File: src/rtl/mem_access_unit_pkg.sv
// Shared definitions for the memory-stage access unit:
// DMType codes, FSM encoding and size/sign helpers.
package mem_access_unit_pkg;

  localparam logic [2:0] DM_WORD  = 3'b000;
  localparam logic [2:0] DM_HALF  = 3'b001;
  localparam logic [2:0] DM_HALFU = 3'b010;
  localparam logic [2:0] DM_BYTE  = 3'b011;
  localparam logic [2:0] DM_BYTEU = 3'b100;

  localparam logic [1:0] WDSEL_MEM = 2'b01;

  typedef enum logic [1:0] {
    S_IDLE = 2'b00,
    S_WAIT = 2'b01,
    S_DONE = 2'b10
  } mau_state_e;

  function automatic logic dm_is_byte(
    input logic [2:0] t
  );
    return (t == DM_BYTE) || (t == DM_BYTEU);
  endfunction

  function automatic logic dm_is_half(
    input logic [2:0] t
  );
    return (t == DM_HALF) || (t == DM_HALFU);
  endfunction

  function automatic logic dm_is_signed(
    input logic [2:0] t
  );
    return (t == DM_BYTE) || (t == DM_HALF);
  endfunction

endpackage

File: src/rtl/mem_access_unit_if.sv
// Word-addressed data bus with a req/ack handshake.
// The access unit is the master, memory is the slave.
interface mem_access_unit_if;

  logic        req;
  logic        we;
  logic [31:0] addr;
  logic [3:0]  be;
  logic [31:0] wdata;
  logic [31:0] rdata;
  logic        ack;

  modport master (
    output req,
    output we,
    output addr,
    output be,
    output wdata,
    input  rdata,
    input  ack
  );

  modport slave (
    input  req,
    input  we,
    input  addr,
    input  be,
    input  wdata,
    output rdata,
    output ack
  );

endinterface

File: src/rtl/mem_access_unit_dm_align.sv
// Store lane steering, alignment check and load
// extension for the data memory bus.
module dm_align (
  input  logic [1:0]  st_off,
  input  logic [2:0]  st_type,
  input  logic [31:0] rd2,
  output logic [3:0]  be,
  output logic [31:0] wdata,
  output logic        aligned,
  input  logic [1:0]  ld_off,
  input  logic [2:0]  ld_type,
  input  logic [31:0] rdata,
  output logic [31:0] ld_data
);
  import mem_access_unit_pkg::*;

  logic [7:0]  ld_byte;
  logic [15:0] ld_half;
  logic        ld_sgn;

  always_comb begin
    be      = 4'b1111;
    wdata   = rd2;
    aligned = (st_off == 2'b00);
    unique case (1'b1)
      dm_is_byte(st_type): begin
        be      = 4'b0001 << st_off;
        wdata   = {4{rd2[7:0]}};
        aligned = 1'b1;
      end
      dm_is_half(st_type): begin
        be      = st_off[1] ? 4'b1100 : 4'b0011;
        wdata   = {2{rd2[15:0]}};
        aligned = ~st_off[0];
      end
      default: ;
    endcase
  end

  assign ld_byte = rdata[{ld_off, 3'b000} +: 8];
  assign ld_half = rdata[{ld_off[1], 4'b0000} +: 16];
  assign ld_sgn  = dm_is_signed(ld_type);

  always_comb begin
    ld_data = rdata;
    unique case (1'b1)
      dm_is_byte(ld_type):
        ld_data = {{24{ld_sgn & ld_byte[7]}}, ld_byte};
      dm_is_half(ld_type):
        ld_data = {{16{ld_sgn & ld_half[15]}}, ld_half};
      default: ;
    endcase
  end

endmodule

File: src/rtl/mem_access_unit.sv
// ME-stage data access controller: issues one bus
// transaction per load/store and stalls until it completes.
module mem_access_unit (
  input  logic                      clk,
  input  logic                      rst_n,
  input  logic                      me_MemWrite,
  input  logic                      me_MemRead,
  input  logic [2:0]                me_DMType,
  input  logic [31:0]               me_aluout,
  input  logic [31:0]               me_RD2,
  mem_access_unit_if.master         bus,
  output logic                      mem_stall,
  output logic [31:0]               load_data,
  output logic                      misalign
);
  import mem_access_unit_pkg::*;

  mau_state_e  state;
  logic [1:0]  cap_off;
  logic [2:0]  cap_type;
  logic        cap_read;

  logic        access;
  logic        aligned;
  logic        issue;
  logic [3:0]  st_be;
  logic [31:0] st_wdata;
  logic [31:0] ld_ext;

  dm_align u_align (
    .st_off  (me_aluout[1:0]),
    .st_type (me_DMType),
    .rd2     (me_RD2),
    .be      (st_be),
    .wdata   (st_wdata),
    .aligned (aligned),
    .ld_off  (cap_off),
    .ld_type (cap_type),
    .rdata   (bus.rdata),
    .ld_data (ld_ext)
  );

  assign access = me_MemRead | me_MemWrite;
  assign issue  = (state == S_IDLE) & access & aligned;

  // Gated by rst_n so the pipeline is never held during reset.
  assign mem_stall = rst_n & (issue | (state == S_WAIT));
  assign misalign  = rst_n & (state == S_IDLE)
                   & access & ~aligned;

  always_ff @(posedge clk or negedge rst_n) begin
    if (!rst_n) begin
      state     <= S_IDLE;
      bus.req   <= 1'b0;
      bus.we    <= 1'b0;
      bus.addr  <= '0;
      bus.be    <= '0;
      bus.wdata <= '0;
      load_data <= '0;
      cap_off   <= '0;
      cap_type  <= '0;
      cap_read  <= 1'b0;
    end else begin
      unique case (state)
        S_IDLE: begin
          if (issue) begin
            bus.req   <= 1'b1;
            bus.we    <= me_MemWrite;
            bus.addr  <= {me_aluout[31:2], 2'b00};
            bus.be    <= st_be;
            bus.wdata <= st_wdata;
            cap_off   <= me_aluout[1:0];
            cap_type  <= me_DMType;
            cap_read  <= ~me_MemWrite;
            state     <= S_WAIT;
          end
        end
        S_WAIT: begin
          if (bus.ack) begin
            bus.req <= 1'b0;
            bus.we  <= 1'b0;
            if (cap_read)
              load_data <= ld_ext;
            state <= S_DONE;
          end
        end
        S_DONE: state <= S_IDLE;
        default: state <= S_IDLE;
      endcase
    end
  end

endmodule

File: src/flat_wrapper.sv
// flat-port wrapper written by rule: the top's interface ports become plain ports
module mem_access_unit_flat import mem_access_unit_pkg::*;
  (clk, rst_n, me_MemWrite, me_MemRead, me_DMType, me_aluout, me_RD2, mem_stall, load_data, misalign, bus_req, bus_we, bus_addr, bus_be, bus_wdata, bus_rdata, bus_ack);
  mem_access_unit_if bus_i ();
  input  logic clk;
  input  logic rst_n;
  input  logic me_MemWrite;
  input  logic me_MemRead;
  input  logic [2:0] me_DMType;
  input  logic [31:0] me_aluout;
  input  logic [31:0] me_RD2;
  output logic mem_stall;
  output logic [31:0] load_data;
  output logic misalign;
  output wire logic [$bits(bus_i.req)-1:0] bus_req;
  output wire logic [$bits(bus_i.we)-1:0] bus_we;
  output wire logic [$bits(bus_i.addr)-1:0] bus_addr;
  output wire logic [$bits(bus_i.be)-1:0] bus_be;
  output wire logic [$bits(bus_i.wdata)-1:0] bus_wdata;
  input wire logic [$bits(bus_i.rdata)-1:0] bus_rdata;
  input wire logic [$bits(bus_i.ack)-1:0] bus_ack;
  assign bus_req = bus_i.req;
  assign bus_we = bus_i.we;
  assign bus_addr = bus_i.addr;
  assign bus_be = bus_i.be;
  assign bus_wdata = bus_i.wdata;
  assign bus_i.rdata = bus_rdata;
  assign bus_i.ack = bus_ack;
  mem_access_unit u_core (.clk(clk), .rst_n(rst_n), .me_MemWrite(me_MemWrite), .me_MemRead(me_MemRead), .me_DMType(me_DMType), .me_aluout(me_aluout), .me_RD2(me_RD2), .bus(bus_i), .mem_stall(mem_stall), .load_data(load_data), .misalign(misalign));
endmodule
File: config.mk
export PLATFORM = sky130hd
export DESIGN_NAME = mem_access_unit_flat
export DESIGN_NICKNAME = d
export VERILOG_FILES = /design/src/rtl/mem_access_unit_pkg.sv /design/src/rtl/mem_access_unit_if.sv /design/src/rtl/mem_access_unit_dm_align.sv /design/src/rtl/mem_access_unit.sv /design/src/flat_wrapper.sv
export SDC_FILE = /design/constraint.sdc
export NUM_CORES = 1
export LEC_CHECK = 0
export CORE_MARGIN = 2
export CORE_UTILIZATION = 43
export CTS_BUF_LIST = sky130_fd_sc_hd__clkbuf_4
export DETAILED_ROUTE_END_ITERATION = 6
export MAX_ROUTING_LAYER = met4
export PLACE_DENSITY = 0.78
export SYNTH_ARGS = -nofsm -noshare
export SYNTH_HDL_FRONTEND = slang
export SYNTH_HIERARCHICAL = 1
export SYNTH_SLANG_ARGS = --single-unit
File: constraint.sdc
create_clock -name clk -period 2 [get_ports clk]
set_clock_uncertainty 0.1 [all_clocks]
set_input_delay 0.2 -clock clk [delete_from_list [all_inputs] [get_ports clk]]
set_output_delay 0.2 -clock clk [all_outputs]
set_load 0.03 [all_outputs]
==> impl_metrics.ini, run 1 <==
[routing]
detail_route.wl_per_cell_um = 18.1
drc = 0
drt_iter0_drc = 274
firstDrtPassIters = 4
wl_mm = 16.7
vias = 4982
final_antenna_net_count = 0
vias_per_cell = 5.38

[sta]
slew_viol_final = 0
fmax_mhz = 518
worst_slack_ns = 0.0701
hold_viol = 0
rsz0062_at_grt = false
period_share_pct = 96.5
setup_viol = 0
period_minus_slack_ns = 1.93

[global_routing]
grt_usage_pct = 23.2
grt_max_degree = 84
grt_pass1_wl_mm = 26.0
antenna_found_initial = 0
grt_pass1_vias = 5099
overflow = 0

[setup_path]
start_kind = flop
crit_path_max_fanout = 16
required_ns = 2.29
end_kind = flop
crit_type = reg2reg
arrival_ns = 2.22

[layout]
diodes = 0
fin_area_um2 = 8610
layout.nets = 846
final_util_pct = 62.5
areaGrowthSynthToFinish_pct = 43.1
layout-drive-gt1-share_pct = 26.8

[synth]
synthAdderAreaFrac_pct = 0.166
yosysTopAreaCell = dfrtp_1
synth-seq-cells = 108
synth_edf_count = 0
synthMuxAreaShare_pct = 28.9
netlist_area_um2 = 6020
yosysTopAreaCellShare_pct = 44.9
synth_xor_area_share_pct = 0.686
synth_top_cells_by_area = dfrtp_1 45%, mux2_2 14%, mux2_4 9.0%, nand2_1 4.3%, mux2i_1 3.8%
synthSimpleGateAreaFrac_pct = 10.4
avgSynthCellArea_um2 = 11.4
netlist_instances = 526
ys_top_cells_by_count = 108 x dfrtp_1, 76 x mux2_2, 69 x nand2_1
yosysSeqAreaShare_pct = 44.9
synth.distinct_cells = 48
synth-compound-area-share_pct = 9.63
ys_warn_count = 6
ys.flop_type = dfrtp_1
yosysMostFrequentCell = dfrtp_1
ys_async_sr_fraction_pct = 100
synth_top_family_by_area = multiplexers

[power_and_ir_drop]
seq_power_share_pct = 29.8
clkPwrFrac_pct = 7.8
power_frac_comb_pct = 62.4
p_sw_mw = 5.65
peakVddDrop_uv = 1030
internal_power_mw = 7.40
cellPowerDensity_nw_per_um2 = 1520
leakagePower_nw = 3.77
p_sw_share_pct = 43.3

[floorplan]
die-height_um = 122
initial_utilization_pct = 43.7
core_area_um2 = 13800
rows = 43
dieArea_um2 = 15000
die_x_um = 122
ios = 208

[placed_design]
placed_cell_area_um2 = 8410
gp_congestion = 0.871
hpwl_mm = 12.6
place_ws_ns = -0.357
portBuffers = 205

[min_path]
worstHoldPathType = in2async

[cts]
cts-htree-levels = 3
path_clk_slew_ns = 0.18
numClockSinks = 108
cts_tree = built
clk_path_buf_depth = 2
cts_buffers = 9
clock_latency_ns = 0.48
cts_root_buf = clkbuf_4

[run_status]
status = complete, no violations

[job]
drv_cap = 0
## final cells by class
| cell class | instances | area (um2) |
|---|---|---|
| timing repair buffer | 250 | 2460 |
| multi-input combinational | 368 | 3080 |
| inverter | 5 | 18.8 |
| clock buffer | 9 | 67.6 |
| clock inverter | 6 | 51.3 |
| fill | 1134 | 5160 |
| sequential | 108 | 2700 |
| tap | 180 | 225 |
## per-stage QoR
step	setup TNS (ns)	instances	hold WS [ns]	total power, mW
floorplan	-0.113	527	-0.196	8.67
global placement	-23.79	907	0.0296	11.8
detailed placement	-26.52	907	0.0387	12.0
CTS	0	925	0.0227	13.1
global route	0	926	0.0429	13.8
finish	0	926	0.0348	13.0
## power by group through the flow
stage	clock, mW	combinational, mW	sequential [mW]
5_1_grt	1.16	8.63	4.02
3_3_place_gp	0	7.91	3.85
6_report	1.02	8.14	3.88
3_5_place_dp	0	8.06	3.92
2_1_floorplan	0	2.88	5.79
4_1_cts	1.08	8.11	3.89
## metal layers
layer / GRT usage [%] / part of all wire [%] / vias up
li1: - / - / 2313
met1: 27.0 / 40 / 2455
met2: 39.3 / 50 / 197
met3: 5.90 / 7.9 / 17
met4: 7.26 / 1.7 / 0
met5: - / 0 / -
## state kept, by name, summed over array words and instances (netlist names)
signal and count:
u_core/bus.wdata 32, u_core/load_data 32, u_core/bus.addr 30, u_core/bus.be 4
u_core/cap_type 3, u_core/cap_off 2, u_core/state 2, u_core/bus.req 1
u_core/bus.we 1, u_core/cap_read 1
## cell usage in the layout, fill, tap and decap left out, types with 3 or more instances in the layout
cell type	Yosys	routed
clkdlybuf4s50_1	0	199
dfrtp_1	108	107
mux2_2	76	76
nand2_1	69	66
buf_4	12	40
mux2_4	36	36
nor2_1	29	29
o21ai_0	28	28
mux2i_1	23	23
clkbuf_4	0	9
mux2_1	8	8
a21oi_1	9	8
o221ai_1	8	7
buf_12	0	6
nor3b_1	7	6
o221a_2	6	6
or3_1	6	6
o211ai_1	6	6
nor2b_1	6	5
nand2b_1	4	4
nand2_2	1	4
inv_1	4	4
o32ai_1	4	4
o22ai_1	4	4
a2111oi_0	7	4
dlygate4sd2_1	0	3
nor2_4	2	3
a2111oi_1	0	3
o21ai_1	3	3
## worst paths after layout
path	end	start	slack (ns)	depth (start not counted)
worst max-delay path	u_core/load_data[30]	u_core/cap_off[1]	0.07	6
worst min-delay path	u_core/bus.addr[11]	rst_n	0.03	2
worst max register to register	u_core/load_data[30]	u_core/cap_off[1]	0.07	6
worst min register to register	u_core/load_data[1]	u_core/load_data[1]	0.41	1
max in group asynchronous	u_core/cap_type[2]	rst_n	0.95	3
min in group clk	u_core/bus.addr[15]	me_aluout[15]	0.21	2
## repair_timing
| action | in CTS | in global routing |
|---|---|---|
| setup endpoints to repair | 2 | 15 |
| endpoints found under the hold margin | 108 | 0 |
| buffers inserted | 2 | 1 |
| pin swaps | 3 | 1 |
| resized for setup | 7 | 11 |
| hold buffers | 1 | 0 |
## worst max-delay path, cell delays in order (launching register included)
cell,delay [ns]
dfrtp_1,0.39
mux4_2,0.53
and4b_4,0.21
nor2_4,0.12
buf_12,0.14
nand2_1,0.05
mux2_1,0.29
## kinds of logic after synthesis
family	Yosys count
buf+inv	51
other cells	1
fa+ha+maj	1
compound gates	84
mux	144
flops	108
xor+xnor	3
simple gates	134
No activity file was read; power rests on OpenSTA's default activity.
==> inputs of run 2 (changes only) <==
--- a/config.mk
+++ b/config.mk
@@ -7,7 +7,7 @@
 export LEC_CHECK = 0
 export CORE_MARGIN = 2
 export CORE_UTILIZATION = 43
-export CTS_BUF_LIST = sky130_fd_sc_hd__clkbuf_4
+export CTS_BUF_LIST = sky130_fd_sc_hd__clkbuf_8
 export DETAILED_ROUTE_END_ITERATION = 6
 export MAX_ROUTING_LAYER = met4
 export PLACE_DENSITY = 0.78
==> run 2 against run 1 <==
Register-to-register slack is essentially flat. Non-clock buffer count down 1. Clock power rose by 25%. Critical path depth unchanged. Critical path type unchanged. Routed wire length down 0.59%. Largest power group unchanged. Combinational power decreased by 0.7%. First-iteration DRC count is 9.9% lower. Sequential share of layout area is 0.14 points lower.
==> impl_metrics.ini, run 2 (same netlist as run 1, synthesis figures left out) <==
[routing]
drt_iter0_drc = 247
vias_per_cell = 5.34
drc = 0
firstDrtPassIters = 5
wl_mm = 16.6
detail_route.wl_per_cell_um = 18.0
vias = 4944
final_antenna_net_count = 0

[setup_path]
cp_slowest_stage_delay_ns = 0.53
crit_type = reg2reg
start_kind = flop
r2r_cells = 6
reg2reg_from = u_core/cap_off[1]
crit_path_max_fanout = 16
slowest_stage = mux4_2
path_cells = mux4_2 -> and4b_4 -> nor2_4 -> buf_12 -> nand2_1 -> mux2_1
arrival_ns = 2.10
reg2reg_to = u_core/load_data[30]
regToRegSetupSlack_ns = 0.07
required_ns = 2.16
end_kind = flop

[floorplan]
die-height_um = 122
initial_utilization_pct = 43.7
rows = 43
ios = 208
dieArea_um2 = 15000
die_x_um = 122
core_area_um2 = 13800

[cts]
cts_buffers = 9
cts_tree = built
clk_path_buf_depth = 2
cts-htree-levels = 3
cts_root_buf = clkbuf_8
path_clk_slew_ns = 0.11
numClockSinks = 108
clock_latency_ns = 0.37

[sta]
period_share_pct = 96.6
worst_slack_ns = 0.0670
fmax_mhz = 517
setup_viol = 0
period_minus_slack_ns = 1.93
rsz0062_at_grt = true
final.setup.tns_ns = 0
hold_viol = 0
slew_viol_final = 0
relSlewSlack_pct = 66.1
worst_pin_slew_ns = 0.505

[run_status]
status = complete, no violations

[global_routing]
grt_pass1_wl_mm = 26.0
grt_pass1_vias = 5099
grt_usage_pct = 23.1
overflow = 0
grt_max_degree = 84
antenna_found_initial = 0

[job]
drv_cap = 0

[min_path]
worstHoldPathType = in2async

[placed_design]
hpwl_mm = 12.6
place_ws_ns = -0.357
placed_cell_area_um2 = 8410
portBuffers = 205
gp_congestion = 0.871

[layout]
layout-drive-gt1-share_pct = 26.4
fin_area_um2 = 8640
final_common_cell = clkdlybuf4s50_1
layout.nets = 845
diodes = 0
areaGrowthSynthToFinish_pct = 43.6
reg_top3 = u_core/bus.wdata: 32 flops, u_core/load_data: 32 flops, u_core/bus.addr: 30 flops
final_cell_mix = 199 x clkdlybuf4s50_1, 108 x dfrtp_1, 76 x mux2_2

[power_and_ir_drop]
peakVddDrop_uv = 981
leakagePower_nw = 3.79
cellPowerDensity_nw_per_um2 = 1530
-- run 2: cell count changes in the layout (fill, tap and decap cells not counted), sizes merged --
cell / previous run / this run
clkbuf: 9 / 10
buf: 47 / 46
clkinv: 5 / 4
-- run 2: final cells by class --
class	instances	area, um2
Clock buffer	10	138
Clock inverter	5	47.5
Fill cell	1129	5130
Inverter	5	18.8
Multi-Input combinational cell	368	3060
Sequential cell	108	2700
Tap cell	180	225
Timing Repair Buffer	249	2450
-- run 2: worst max path at each step --
stage          slack (ns)  cells past startpoint                    to               start
2_1_floorplan       -0.03                      9             mem_stall        me_DMType[2]
3_3_place_gp        -0.31                      7   u_core/bus.addr[16]        me_DMType[0]
3_5_place_dp        -0.36                      7   u_core/bus.addr[19]        me_DMType[0]
4_1_cts              0.03                      7              misalign        me_aluout[0]
5_1_grt             -0.03                      6  u_core/load_data[28]  u_core/cap_type[1]
6_report             0.07                      6  u_core/load_data[30]   u_core/cap_off[1]
-- run 2: power breakdown --
| group | switching (mW) | total [mW] | internal [mW] |
|---|---|---|---|
| registers | 0.647 | 3.88 | 3.24 |
| logic | 4.22 | 8.08 | 3.86 |
| clock network | 0.778 | 1.28 | 0.498 |
-- run 2: per-stage QoR --
stage	total power [mW]	hold WS, ns	utilization (%)	instances
5_1_grt	14.0	0.187	62.8	925
3_5_place_dp	12.0	0.0387	61.0	907
4_1_cts	13.3	0.161	62.7	925
3_3_place_gp	11.8	0.0296	61.0	907
2_1_floorplan	8.67	-0.196	-	527
6_report	13.2	0.167	62.8	925
-- run 2: worst max-delay path, delay by kind of cell, from the launching register on --
kind	cells	cell delay, ns
buf+inv	1	0.15
simple gates	3	0.39
flops	1	0.38
mux	2	0.82
-- run 2: metal layers --
metal / vias to the layer above / global-route usage [%] / wire (um)
met2: 189 / 39.3 / 8350
met1: 2436 / 27.2 / 6690
met4: 0 / 5.53 / 194
met3: 13 / 6.37 / 1380
li1: 2306 / - / -
met5: - / - / 0
-- run 2: repair_timing --
action                                 in CTS  in global routing
setup endpoints to repair                   1                 15
setup buffers                               2                  0
pin swaps                                   3                  1
hold buffers                                1                  0
gates resized for setup                     6                  6
endpoints found under the hold margin      25                  0
